<file path="src/rtl/alu_pkg.sv">
// Shared ALU definitions: command encodings, datapath widths and the op bundle.
package alu_pkg;

    localparam int unsigned DATA_W = 16;
    localparam int unsigned CMD_W  = 3;

    typedef enum logic [CMD_W-1:0] {
        CMD_ADD     = 3'd0,
        CMD_SUB     = 3'd1,
        CMD_AND     = 3'd2,
        CMD_MP0     = 3'd3,
        CMD_MP1     = 3'd4,
        CMD_DIV     = 3'd5,
        CMD_MOD     = 3'd6,
        CMD_ILLEGAL = 3'd7
    } cmd_e;

    typedef struct packed {
        logic [DATA_W-1:0] a;
        logic [DATA_W-1:0] b;
        logic [CMD_W-1:0]  cmd;
    } op_t;

    localparam int unsigned OP_W = $bits(op_t);

endpackage

</file>
<file path="src/rtl/alu_op_fifo.sv">
// Generic synchronous FIFO with a registered head word and registered full/empty/count flags.
module alu_op_fifo #(
    parameter int unsigned DEPTH = 4,
    parameter int unsigned AW    = 2,
    parameter int unsigned W     = 35
) (
    input  logic         clk,
    input  logic         reset,
    input  logic         push_i,
    input  logic [W-1:0] push_data_i,
    input  logic         pop_i,
    output logic [W-1:0] head_o,
    output logic         full_o,
    output logic         empty_o,
    output logic [AW:0]  count_o
);

    logic [W-1:0]  mem_q [DEPTH];
    logic [AW-1:0] wr_ptr_q, wr_ptr_d;
    logic [AW-1:0] rd_ptr_q, rd_ptr_d;
    logic [AW:0]   count_q, count_d;
    logic [W-1:0]  head_q, head_d;
    logic          full_q, full_d;
    logic          empty_q, empty_d;
    logic          push_ok;
    logic          pop_ok;
    logic [AW-1:0] rd_next;

    assign push_ok = push_i && !full_q;
    assign pop_ok  = pop_i && !empty_q;
    assign rd_next = rd_ptr_q + AW'(1);

    // Head register shadows mem[rd_ptr]; it is only rewritten when a new entry becomes head.
    always_comb begin
        wr_ptr_d = wr_ptr_q;
        rd_ptr_d = rd_ptr_q;
        count_d  = count_q;
        head_d   = head_q;

        if (push_ok) begin
            wr_ptr_d = wr_ptr_q + AW'(1);
        end
        if (pop_ok) begin
            rd_ptr_d = rd_next;
        end

        if (push_ok && !pop_ok) begin
            count_d = count_q + (AW+1)'(1);
        end else if (pop_ok && !push_ok) begin
            count_d = count_q - (AW+1)'(1);
        end

        if (pop_ok) begin
            if (count_q > (AW+1)'(1)) begin
                head_d = mem_q[rd_next];
            end else if (push_ok) begin
                head_d = push_data_i;
            end
        end else if (empty_q && push_ok) begin
            head_d = push_data_i;
        end

        full_d  = (count_d == (AW+1)'(DEPTH));
        empty_d = (count_d == '0);
    end

    always_ff @(posedge clk or posedge reset) begin
        if (reset) begin
            wr_ptr_q <= '0;
            rd_ptr_q <= '0;
            count_q  <= '0;
            head_q   <= '0;
            full_q   <= 1'b0;
            empty_q  <= 1'b1;
        end else begin
            wr_ptr_q <= wr_ptr_d;
            rd_ptr_q <= rd_ptr_d;
            count_q  <= count_d;
            head_q   <= head_d;
            full_q   <= full_d;
            empty_q  <= empty_d;
        end
    end

    // Storage array needs no reset; only entries between the pointers are ever read.
    always_ff @(posedge clk) begin
        if (push_ok) begin
            mem_q[wr_ptr_q] <= push_data_i;
        end
    end

    assign head_o  = head_q;
    assign full_o  = full_q;
    assign empty_o = empty_q;
    assign count_o = count_q;

endmodule

</file>
<file path="src/rtl/alu_op_issue.sv">
// ALU issue stage: screens incoming ops, buffers legal ones and presents them one at a time.
module alu_op_issue
    import alu_pkg::*;
#(
    parameter int unsigned DEPTH = 4,
    parameter int unsigned AW    = 2
) (
    input  logic              clk,
    input  logic              reset,
    input  logic              in_valid,
    output logic              in_ready,
    input  logic [DATA_W-1:0] in_a,
    input  logic [DATA_W-1:0] in_b,
    input  logic [CMD_W-1:0]  in_cmd,
    output logic              alu_valid,
    input  logic              alu_ready,
    output logic [DATA_W-1:0] alu_a,
    output logic [DATA_W-1:0] alu_b,
    output logic [CMD_W-1:0]  alu_cmd,
    output logic              err_illegal,
    output logic              err_divzero,
    output logic [AW:0]       occupancy
);

    op_t              in_op;
    op_t              head_op;
    logic [OP_W-1:0]  head_bits;
    logic             fifo_full;
    logic             fifo_empty;
    logic             accept;
    logic             is_illegal;
    logic             is_divzero;
    logic             push;
    logic             pop;
    logic             err_illegal_q, err_illegal_d;
    logic             err_divzero_q, err_divzero_d;

    // Divide screen looks at b[15:1] only, the field the ALU divider actually uses.
    always_comb begin
        in_op.a    = in_a;
        in_op.b    = in_b;
        in_op.cmd  = in_cmd;
        accept     = in_valid && !fifo_full;
        is_illegal = (in_cmd == CMD_ILLEGAL);
        is_divzero = ((in_cmd == CMD_DIV) || (in_cmd == CMD_MOD))
                     && (in_b[DATA_W-1:1] == '0);
        push       = accept && !is_illegal && !is_divzero;
        pop        = !fifo_empty && alu_ready;

        err_illegal_d = accept && is_illegal;
        err_divzero_d = accept && is_divzero;
    end

    alu_op_fifo #(
        .DEPTH (DEPTH),
        .AW    (AW),
        .W     (OP_W)
    ) u_fifo (
        .clk         (clk),
        .reset       (reset),
        .push_i      (push),
        .push_data_i (in_op),
        .pop_i       (pop),
        .head_o      (head_bits),
        .full_o      (fifo_full),
        .empty_o     (fifo_empty),
        .count_o     (occupancy)
    );

    always_ff @(posedge clk or posedge reset) begin
        if (reset) begin
            err_illegal_q <= 1'b0;
            err_divzero_q <= 1'b0;
        end else begin
            err_illegal_q <= err_illegal_d;
            err_divzero_q <= err_divzero_d;
        end
    end

    assign head_op     = op_t'(head_bits);
    assign alu_a       = head_op.a;
    assign alu_b       = head_op.b;
    assign alu_cmd     = head_op.cmd;
    assign alu_valid   = !fifo_empty;
    assign in_ready    = !fifo_full;
    assign err_illegal = err_illegal_q;
    assign err_divzero = err_divzero_q;

endmodule

</file>
<file path="config.mk">
export PLATFORM = sky130hd
export DESIGN_NAME = alu_op_issue
export DESIGN_NICKNAME = d
export VERILOG_FILES = /design/src/rtl/alu_pkg.sv /design/src/rtl/alu_op_fifo.sv /design/src/rtl/alu_op_issue.sv
export SDC_FILE = /design/constraint.sdc
export NUM_CORES = 1
export LEC_CHECK = 0
export BUFFER_PORTS_ARGS = -buffer_cell sky130_fd_sc_hd__buf_2
export CORE_ASPECT_RATIO = 0.5
export CORE_MARGIN = 4
export CORE_UTILIZATION = 55
export CTS_CLUSTER_SIZE = 30
export DETAILED_ROUTE_END_ITERATION = 7
export GPL_ROUTABILITY_DRIVEN = 0
export PLACE_DENSITY = 0.86
export SETUP_SLACK_MARGIN = 0.3
export SYNTH_ARGS = -nofsm -noshare
export SYNTH_HDL_FRONTEND = slang
export SYNTH_HIERARCHICAL = 1
export SYNTH_SLANG_ARGS = --single-unit
</file>
<file path="constraint.sdc">
create_clock -name clk -period 4.9 [get_ports clk]
set_input_delay 0.245 -clock clk [delete_from_list [all_inputs] [get_ports clk]]
set_output_delay 0.245 -clock clk [all_outputs]
set_load 0.01 [all_outputs]
</file>
# After elaboration in Yosys (flattened, before gate mapping)
# Memory sizes are Yosys's and may differ from the RTL's.
# Index checks and enable logic that the tools add are counted.
# word_totals
register_bits	46
word_cells	50
output_inout_bits	42
n_memories	1
in_bits	39
ramBits	140
# op_classes
magnitude_cmp	1
reduce_logical	23
mux	8
n_addsub	4
n_eq_ne	5
# memory_table
memory	depth	width	rd	rd_clocked_by_memory_dff	wr	line	rtl
u_fifo.mem_q	4	35	1	0	1	alu_op_fifo.sv:18	logic [W-1:0] mem_q [DEPTH];
# ops
cell	n
2-to-1 mux 35 bit	4
zero test 15 bit	1
equality test 3 bit (second input constant)	4
logical AND 1 bit	12
zero test 1 bit	6
2-to-1 mux 3 bit	2
adder 2 x 1 -> 2 bit (second input constant)	2
adder 3 x 1 -> 3 bit (second input constant)	1
> comparator 3 x 1 -> 1 bit (second input constant)	1
zero test 3 bit	1
inequality test 3 x 2 -> 1 bit (second input constant)	1
subtractor 3 x 1 -> 3 bit (second input constant)	1
2-to-1 mux 1 bit	2
AND reduction 2 bit	1
nonzero test 2 bit	1
logical OR 1 bit	1

# Logic depth before layout (Yosys ltp)
# logic_depth
word_depth	11
ltp_mapped	8
ltp_nobuf	7

# By module
# Netlist, hierarchy kept.
# modules_own_cells
module	cells_per_inst	instances	seq_area_each_um2	area_per_inst_um2
alu_op_fifo	355	1	5306.3	7373.3
alu_op_issue	18	1	50.0	150.1

# Least setup slack after synthesis
# OpenSTA, ideal clock, no wires.
# synth_timing
kind	input to register
from	in in_cmd[1]
to	mem u_fifo.mem_q[0][0], enable pin
required_time_ps	4504
cell_stages	6
setup_ps	396
t_arrival_ps	2115
path_buffers	1
setup_slack_ps	2390
cell_sequence	xor2_1 and4_1 a21oi_1 nor2b_1 buf_2 and2_1
# synth_via
elab_chain_len	8
elab_cells_between_ends	12
classes_between	eq/ne (3); mux (2); reduce/logical (7)
# synth_rtl
item	line	rtl
from (decl)	alu_op_issue.sv:14	input logic [CMD_W-1:0] in_cmd,
equality test 3 bit	alu_op_issue.sv:45	is_divzero = ((in_cmd == CMD_DIV) || (in_cmd == CMD_MOD))
logical OR 1 bit	alu_op_issue.sv:45	
logical AND 1 bit	alu_op_issue.sv:46	&& (in_b[DATA_W-1:1] == '0);
zero test 1 bit	alu_op_issue.sv:47	push = accept && !is_illegal && !is_divzero;
logical AND 1 bit (*)	alu_op_issue.sv:47	
net push	alu_op_issue.sv:33	logic push;
logical AND 1 bit (*)	alu_op_fifo.sv:29	assign push_ok = push_i && !full_q;
2-to-1 mux 1 bit (*)	alu_op_fifo.sv:87	if (push_ok) begin
2-to-1 mux 1 bit (implied by the code) (*)	alu_op_fifo.sv:88	mem_q[wr_ptr_q] <= push_data_i;
to (decl)	alu_op_fifo.sv:18	
# The timed path passes the listed nets; every way through them passes the cells marked *.

# Final worst setup path
# layout_timing
from	reg u_fifo.full_q, in the netlist u_fifo/full_o
to	mem u_fifo.mem_q[1][17], enable pin
# layout_via
elab_chain_len	7
# layout_rtl
item	line	rtl
from (decl)	alu_op_fifo.sv:23	logic full_q, full_d;
from (signal assigned)	alu_op_fifo.sv:80	full_q <= full_d;
zero test 1 bit	alu_op_issue.sv:43	accept = in_valid && !fifo_full;
logical AND 1 bit	alu_op_issue.sv:43	
logical AND 1 bit (2 in series)	alu_op_issue.sv:47	
net push	alu_op_issue.sv:33	
logical AND 1 bit	alu_op_fifo.sv:29	
2-to-1 mux 1 bit	alu_op_fifo.sv:87	
2-to-1 mux 1 bit (implied by the code)	alu_op_fifo.sv:88	
# The timed path passes the listed nets, and every way through them passes these cells.

==> metrics.cfg <==
[synth]
synth-compound-area-share=0.00848
synth_top_family_by_area=multiplexers
syn-num-nets=419
synthFlopType=edfxtp_1
postSynthCellCount=373
synth-adder-area-share=0.0116
ys_seq_area_frac=0.712
ys_warn_count=6
synth-simple-area-share=0.0284
syn_area_um2=7520
synth_seq_cells=186
synthArstFlopShare=0.247
synth_xor_xnor_area_share=0.00815
avgSynthCellArea_um2=20.2
synth.distinct_cells=41
synthMuxAreaShare=0.211
synth_edf_count=140

[critical_path]
cp_max_fo=35
rr_endpoint=u_fifo/mem_q[1][17]
cp-end-kind=flop
crit_end=u_fifo/mem_q[1][17]
crit_arrival_ns=3.05
worstPathRequired_ns=4.94
worstReg2RegStart=u_fifo/full_o
startpoint=u_fifo/full_o
r2r_slack_ns=1.90
start_kind=flop
critPathKind=reg2reg
reg2reg_depth=5

[route]
routedWlPerCell_um=23.5
dr_total_vias=3841
ant_nets=0
drt_iter0_drc=239
dr.pass1.iters=4
drc_errors=0
via_per_inst=5.97
routed_wl_um=15100

[timing]
fmax_mhz=333
hold_ws_ns=0.0462
finalHoldViolCount=0
slew_viol_final=0
fin_crit_sh=0.613
slew_headroom=0.180
worst_slack_ns=1.90
tns_ns=0
min_period_ns=3.00
worst_pin_slew_ns=1.23
setup_violations=0
fin_worst_skew_ns=0.00746
rsz0062_at_grt=no

[die]
rows=29
core_um2=13000
die_area_um2=15700
ios=81
die_w_um=173
die_h_um=90.7
initial_utilization=0.578

[cts]
post_cts_resized=0
h-tree-depth=4
cts_sinks=186
clock_path_buffers=2
post_cts.repair.setup_buffers=0
numCtsBuffers=17
insertion_delay_ns=0.43
clk_pin_slew_ns=0.07
tritoncts=yes
cts_root_buf=clkbuf_16

[worst_hold_path]
min_from=in_a[0]
hp-class=in2reg

[global_route]
grt_pass1_vias=4074
grt_pass1_wl_um=23600
grt_max_degree=45
grt_usage=0.200
overflow=0
antenna_found_initial=0

[layout]
nNetsFinal=506
layout_common_cells=140 x edfxtp_1, 80 x buf_2, 65 x mux2_2, 43 x dfrtp_1, 32 x mux4_2
drive_gt1_frac=0.469
num-fill-cells=791
area_delta_synth_final_pct=15.0
diodes=0
layout_commonest_cell=edfxtp_1

[placement]
portBuffers=80
hpwl_um=8930
place_worst_setup_slack_ns=1.81

[run]
cap_violations=0

[power]
peakVddDrop_mv=0.333
p_per_area_nw_per_um2=634
p_leak_nw=3.15

[status]
outcome=completed

-- cell families after synthesis --
| logic type | count (synthesis) |
|---|---|
| AO/OA/AOI/OAI | 9 |
| multiplexers | 105 |
| adder cells (fa/ha/maj) | 7 |
| flip-flops | 186 |
| AND/OR/NAND/NOR | 36 |
| XOR/XNOR | 7 |
| buffers and inverters | 23 |
-- metal layers --
layer | up-vias | GRT usage | part of all wire
li1 | 1656 | - | -
met2 | 148 | 0.324 | 0.50
met4 | 0 | 0.0624 | 0.015
met5 | - | 0 | 0
met1 | 2016 | 0.261 | 0.42
met3 | 21 | 0.0640 | 0.066
-- worst max-delay path: stages, from the launching register on --
cell and delay (ns):
dfrtp_1 0.42, inv_2 0.09, nand3_1 0.08, a21oi_1 0.27
nor2b_1 0.77, and2_2 0.97
-- cell type report --
| cell class | instances | area [um^2] | share of cell area |
|---|---|---|---|
| Sequential cell | 186 | 5360 | 0.619 |
| Multi-Input combinational cell | 164 | 2030 | 0.234 |
| Clock buffer | 19 | 433 | 0.0500 |
| Timing Repair Buffer | 83 | 425 | 0.0492 |
| Tap cell | 170 | 213 | 0.0246 |
| Clock inverter | 13 | 166 | 0.0192 |
| Inverter | 8 | 30.0 | 0.00347 |
-- synth_stat cells (all sizes together), types with 2 or more instances --
library cell | count | area, um^2
inv | 8 | 30.0
mux4 | 35 | 800
nor3 | 3 | 15.0
dfrtp | 45 | 1130
buf | 15 | 123
a21oi | 2 | 10.0
and2 | 4 | 25.0
nand2b | 2 | 15.0
ha | 7 | 87.6
o21ai | 2 | 13.8
nor4 | 4 | 31.3
nand3 | 2 | 10.0
xnor2 | 6 | 52.6
mux2 | 70 | 788
nor2 | 8 | 37.5
nor2b | 2 | 12.5
edfxtp | 140 | 4200
nand2 | 5 | 18.8
-- through the flow --
step           instances  power (mW)  area, um^2  utilization
6_report             643        5.49        8650        0.664
4_1_cts              643        5.53        8650        0.664
3_3_place_gp         610        3.99        8040        0.618
2_1_floorplan        373        3.60        7520            -
5_1_grt              643        5.77        8650        0.664
3_5_place_dp         610        4.12        8040        0.618
-- report_power, final --
part | total, mW | switching (mW) | internal (mW)
combinational | 1.72 | 0.816 | 0.907
sequential | 2.37 | 0.262 | 2.11
clock | 1.40 | 0.587 | 0.809
total | 5.49 | 1.67 | 3.82
-- sequential cells by signal, summed over array words and instances, names as in the netlist --
name and cells:
u_fifo/wr_ptr_q 2, u_fifo/count_o 3, u_fifo/rd_ptr_q 2, u_fifo/head_o 35
err_divzero 1, u_fifo/full_o 1, err_illegal 1, u_fifo/mem_q 140
u_fifo/empty_o 1
-- how the worst min path moves through the flow --
| stage | end | slack, ns | depth (start not counted) |
|---|---|---|---|
| 6_report | u_fifo/mem_q[1][19] | 0.05 | 1 |
| 5_1_grt | u_fifo/mem_q[1][19] | 0.02 | 1 |
| 4_1_cts | u_fifo/mem_q[1][19] | 0.03 | 1 |
| 3_5_place_dp | err_divzero | 0.13 | 2 |
| 3_3_place_gp | err_illegal | 0.11 | 2 |
| 2_1_floorplan | err_divzero | -0.01 | 1 |
-- what timing repair did --
item,in CTS,in global routing
setup endpoints to repair,0,0
endpoints found under the hold margin,2,0
hold buffers,1,0
Note: power is estimated with default switching activity, not from simulation.
